File: src/rtl/mem_pkg.sv
// Shared types for the MEM-stage posted-store buffer.
// Stateless: no latency or backpressure of its own.
package mem_pkg;
   localparam int AW = 6;
   localparam int DW = 32;

   typedef enum logic {RUN = 1'b0, FLUSH = 1'b1} sb_state_t;

   typedef struct packed {
      logic [AW-1:0] addr;
      logic [DW-1:0] data;
   } sb_entry_t;
endpackage

File: src/rtl/sb_fwd_match.sv
// Store-to-load forwarding lookup across all valid buffer entries; youngest match wins.
// Purely combinational: zero latency, no backpressure.
module sb_fwd_match
   import mem_pkg::*;
#(
   parameter int DEPTH = 4,
   parameter int PW    = $clog2(DEPTH)
) (
   input  sb_entry_t [DEPTH-1:0] entries,
   input  logic [PW-1:0]         head,
   input  logic [PW:0]           count,
   input  logic [AW-1:0]         addr,
   output logic                  hit,
   output logic [DW-1:0]         data
);
   // Walk oldest to youngest so later (younger) matches overwrite earlier ones.
   always_comb begin
      hit  = 1'b0;
      data = '0;
      for (int k = 0; k < DEPTH; k++) begin
         if (((PW+1)'(k) < count) && (entries[head + PW'(k)].addr == addr)) begin
            hit  = 1'b1;
            data = entries[head + PW'(k)].data;
         end
      end
   end
endmodule

File: src/rtl/mem_store_buffer.sv
// Posted-store buffer in front of DataMemory with load forwarding, starvation relief and flush.
// Load response 1 cycle after accept; req_ready drops when full, flushing, or forcing a drain.
module mem_store_buffer
   import mem_pkg::*;
#(
   parameter int DEPTH      = 4,
   parameter int STARVE_MAX = 3
) (
   input  logic          clk,
   input  logic          rst_n,
   input  logic          req_valid,
   input  logic          req_we,
   input  logic [AW-1:0] req_addr,
   input  logic [DW-1:0] req_wdata,
   output logic          req_ready,
   output logic          rsp_valid,
   output logic [DW-1:0] rsp_rdata,
   input  logic          flush_req,
   output logic          flush_done,
   output logic          sb_empty,
   output logic          dm_MemRead,
   output logic          dm_MemWrite,
   output logic [AW-1:0] dm_Address,
   output logic [DW-1:0] dm_WriteData,
   input  logic [DW-1:0] dm_ReadData
);
   localparam int PW = $clog2(DEPTH);
   localparam int SW = $clog2(STARVE_MAX + 1);

   sb_entry_t [DEPTH-1:0] entries;
   logic [PW-1:0]         head, tail;
   logic [PW:0]           count;
   logic [SW-1:0]         starve_cnt;
   sb_state_t             state, state_next;

   logic          empty, full, force_drain;
   logic          push, pop, load_acc;
   logic          fwd_hit;
   logic [DW-1:0] fwd_data;

   assign empty       = (count == '0);
   assign full        = (count == (PW+1)'(DEPTH));
   assign force_drain = (state == RUN) && !empty && (starve_cnt == SW'(STARVE_MAX));
   assign sb_empty    = empty;

   // rst_n gates ready so nothing is accepted while reset is held.
   assign req_ready = rst_n && (state == RUN) && (req_we ? !full : !force_drain);
   assign push      = req_valid && req_ready && req_we;
   assign load_acc  = req_valid && req_ready && !req_we;
   assign pop       = !load_acc && !empty;

   always_comb begin
      dm_MemRead   = 1'b0;
      dm_MemWrite  = 1'b0;
      dm_Address   = '0;
      dm_WriteData = '0;
      if (load_acc) begin
         dm_MemRead = 1'b1;
         dm_Address = req_addr;
      end else if (!empty) begin
         dm_MemWrite  = 1'b1;
         dm_Address   = entries[head].addr;
         dm_WriteData = entries[head].data;
      end
   end

   sb_fwd_match #(.DEPTH(DEPTH), .PW(PW)) u_fwd (
      .entries (entries),
      .head    (head),
      .count   (count),
      .addr    (req_addr),
      .hit     (fwd_hit),
      .data    (fwd_data)
   );

   always_ff @(posedge clk) begin
      if (push) entries[tail] <= '{addr: req_addr, data: req_wdata};
   end

   always_ff @(posedge clk or negedge rst_n) begin
      if (!rst_n) begin
         head       <= '0;
         tail       <= '0;
         count      <= '0;
         starve_cnt <= '0;
         rsp_valid  <= 1'b0;
         rsp_rdata  <= '0;
      end else begin
         if (push) tail <= tail + PW'(1);
         if (pop)  head <= head + PW'(1);
         case ({push, pop})
            2'b10:   count <= count + (PW+1)'(1);
            2'b01:   count <= count - (PW+1)'(1);
            default: count <= count;
         endcase
         if (empty || pop)
            starve_cnt <= '0;
         else if (load_acc)
            starve_cnt <= starve_cnt + SW'(1);
         rsp_valid <= load_acc;
         if (load_acc) rsp_rdata <= fwd_hit ? fwd_data : dm_ReadData;
      end
   end

   always_ff @(posedge clk or negedge rst_n) begin
      if (!rst_n) state <= RUN;
      else        state <= state_next;
   end

   // No loads are accepted in FLUSH, so the head always drains there.
   always_comb begin
      state_next = state;
      flush_done = 1'b0;
      case (state)
         RUN:   if (flush_req) state_next = FLUSH;
         FLUSH: if (empty || (count == (PW+1)'(1) && pop)) begin
                   state_next = RUN;
                   flush_done = 1'b1;
                end
         default: state_next = RUN;
      endcase
   end
endmodule

File: config.mk
export PLATFORM = sky130hd
export DESIGN_NAME = mem_store_buffer
export DESIGN_NICKNAME = d
export VERILOG_FILES = /design/src/rtl/mem_pkg.sv /design/src/rtl/sb_fwd_match.sv /design/src/rtl/mem_store_buffer.sv
export SDC_FILE = /design/constraint.sdc
export NUM_CORES = 1
export LEC_CHECK = 0
export CORE_MARGIN = 2
export CORE_UTILIZATION = 30
export CTS_CLUSTER_SIZE = 30
export DETAILED_ROUTE_END_ITERATION = 8
export PLACE_DENSITY = 0.53
export SYNTH_ARGS = -nofsm -noshare
export SYNTH_HDL_FRONTEND = slang
export SYNTH_SLANG_ARGS = --single-unit
export TNS_END_PERCENT = 50
File: constraint.sdc
create_clock -name clk -period 2.8 [get_ports clk]
set_input_delay 0.56 -clock clk [delete_from_list [all_inputs] [get_ports clk]]
set_output_delay 0.56 -clock clk [all_outputs]
set_load 0.01 [all_outputs]
==> results.json <==
{
  "vias": 9734,
  "first_pass_iters": 6,
  "rrSetupSlack_ns": 0.07,
  "crit_type": "register to output pin",
  "cts_tree": "yes",
  "die_height_um": 202,
  "drtIter0Drc": 677,
  "place_ws_ns": -0.539,
  "drc": 0,
  "worstMarginPinSlew_ns": 0.767,
  "crit_arrival_ns": 2.21,
  "grt_pass1_vias": 9598,
  "n_antenna_cell": 0,
  "setup_viol": 0,
  "start_util": 0.304,
  "clock_latency_ns": 0.44,
  "synth_top_family_by_area": "compound AO/OA/AOI/OAI gates",
  "ys.flop_type": "edfxtp_1",
  "cap_violations": 0,
  "hpwlAfterDp_um": 24900,
  "portBuffers": 150,
  "timing.rr.end": "rsp_rdata[24]",
  "numCtsBuffers": 17,
  "cellLeakagePower_nw": 5.93,
  "setup_ws_ns": 0.0309,
  "status": "completed",
  "dieArea_um2": 40700,
  "synth-edff-count": 152,
  "peakVddDrop_mv": 0.522,
  "hold_buffers": 0,
  "r2r_start": "head[1]",
  "area_growth_syn_to_layout_pct": 35.9,
  "max_freq_ghz": 0.361,
  "layout_common_cells": "edfxtp_1, buf_4, mux2i_1",
  "drv_slew": 0,
  "viasPerCell": 5.26,
  "clock_tree.buffer_depth": 2,
  "detail_route.wl_per_cell_um": 20.5,
  "fin_nets": 1405,
  "core-area_um2": 38600,
  "path_clk_slew_ns": 0.08,
  "synthArstFlopShare": 0.221,
  "startpoint": "count[1]",
  "timing.final.crit_share": 0.989,
  "timing.hold.ws_ns": 0.441,
  "crit_fanout": 8,
  "synth-simple-area-share": 0.133,
  "grt_pass1_wl_um": 56200,
  "synthAdderAreaFrac": 0.0107,
  "synthesis.nets": 1175,
  "ys.warnings.count": 0,
  "fp-row-count": 72,
  "crit_required_ns": 2.24,
  "root_buffer": "clkbuf_16",
  "fin_crit_ns": 2.77,
  "final_common_cell": "edfxtp_1",
  "hold_path_class": "register to register",
  "postPlaceCellArea_um2": 15000,
  "netlist_instances": 1090,
  "final_area_um2": 15900,
  "grt_usage": 0.181,
  "synthMuxAreaShare": 0.150,
  "wirelength_um": 37900,
  "ff2ff_path_depth": 12,
  "grt_overflow_total": 0,
  "cts_sinks": 195,
  "ys_seq_area_frac": 0.481,
  "ios": 151,
  "synth-xor-area-share": 0.0187,
  "postSynthAreaPerCell_um2": 10.8,
  "synth-seq-cells": 195,
  "cts_max_level": 4,
  "netlist_area_um2": 11700,
  "endpoint_kind": "output pin",
  "finClkSkew_ns": 0.0176,
  "cp-endpoint": "dm_WriteData[30]",
  "antenna_left": 0,
  "rsz0062_at_grt": "yes",
  "relSlewSlack": 0.489,
  "hold_viol": 0,
  "die_x_um": 202,
  "drive_gt1_frac": 0.286,
  "routabilityCongestion": 0.790,
  "synth-compound-area-share": 0.158,
  "worstSetupStartpointType": "register",
  "synth.distinct_cells": 52,
  "antenna_found_initial": 1,
  "p_per_area_nw_per_um2": 951,
  "grt_max_degree": 60
}
==> state kept, by name, summed over array words and instances, names as in the netlist <==
register    cells
count           3
entries       152
head            2
rsp_rdata      32
rsp_valid       1
starve_cnt      2
state           1
tail            2
==> critical path, stage by stage (launching register included) <==
cell,delay (ns)
dfrtp_1,0.37
inv_2,0.06
ha_4,0.17
nor2b_4,0.14
o2111ai_4,0.23
nor2_4,0.06
or2_4,0.31
buf_12,0.18
nor2_2,0.10
buf_2,0.14
==> layer usage <==
| metal | track usage | part of all wire | vias to the layer above |
|---|---|---|---|
| li1 | - | - | 4626 |
| met1 | 0.238 | 0.45 | 4812 |
| met2 | 0.303 | 0.48 | 243 |
| met3 | 0.0275 | 0.043 | 51 |
| met4 | 0.0667 | 0.027 | 2 |
| met5 | 0 | 0.00037 | - |
==> area by class of cell <==
class / instances / area, um^2
Tap cell: 518 / 648
Sequential cell: 195 / 5650
Clock buffer: 20 / 437
Multi-Input combinational cell: 777 / 5870
Timing Repair Buffer: 319 / 3170
Inverter: 10 / 40.0
Clock inverter: 12 / 131
Fill cell: 3674 / 22700
==> repair_timing <==
item,in CTS,in global routing
setup endpoints to repair,72,72
cloned,1,4
gates resized for setup,162,78
pin swaps,3,22
setup buffers,5,12
==> synth_stat cells, types with 3 or more instances <==
library cell	number	area share
or2_2	4	0.0021
ha_1	10	0.011
o21ai_0	68	0.029
xor2_1	7	0.0052
nand2b_1	5	0.0027
dfrtp_1	43	0.092
o21ai_1	3	0.0013
o32ai_1	33	0.025
a21o_1	32	0.020
nor3_1	5	0.0021
o21a_1	4	0.0026
o22ai_1	33	0.018
buf_1	10	0.0032
and2_1	6	0.0032
xnor2_1	18	0.013
o31ai_1	5	0.0032
mux2i_1	123	0.10
a21oi_1	67	0.029
mux2_2	36	0.035
a31oi_1	32	0.017
nor4_2	32	0.034
nand3_1	30	0.013
mux4_2	5	0.0096
clkbuf_1	39	0.012
and3_1	4	0.0021
buf_6	6	0.0058
nor2_1	111	0.036
edfxtp_1	152	0.39
inv_1	10	0.0032
buf_2	50	0.021
nand2_1	46	0.015
nor4_1	32	0.017
==> cell families (layout without fill, tap and decap cells) <==
logic type / Yosys count / after routing
buffers and inverters: 118 / 361
multiplexers: 165 / 165
XOR/XNOR: 25 / 25
adder cells (fa/ha/maj): 10 / 10
AND/OR/NAND/NOR: 284 / 284
flip-flops: 195 / 195
AO/OA/AOI/OAI: 293 / 293
==> power breakdown <==
part           switching, mW  internal, mW
clock network           1.11          1.32
registers              0.279          3.49
logic                   4.72          4.25
==> stage by stage <==
stage                     power [mW]  setup TNS (ns)  utilization  std cells
after floorplan                 8.57           -1.35            -       1090
after detailed placement        12.5          -32.27        0.387       1799
after global placement          12.5          -29.45        0.387       1799
after CTS                       14.9          -0.700        0.402       1837
final                           15.2               0        0.412       1851
after global routing            16.1           -1.89        0.412       1851
==> how the worst min path moves through the flow <==
stage          slack (ns)  cells after the start             to          start
4_1_cts              0.44                      1  starve_cnt[0]  starve_cnt[0]
6_report             0.44                      1  starve_cnt[0]  starve_cnt[0]
5_1_grt              0.46                      1  starve_cnt[0]  starve_cnt[0]
3_3_place_gp         0.43                      1  starve_cnt[0]  starve_cnt[0]
3_5_place_dp         0.43                      1  starve_cnt[0]  starve_cnt[0]
2_1_floorplan        0.26                      0       count[0]          rst_n
Power figures use the tool's default switching activity.
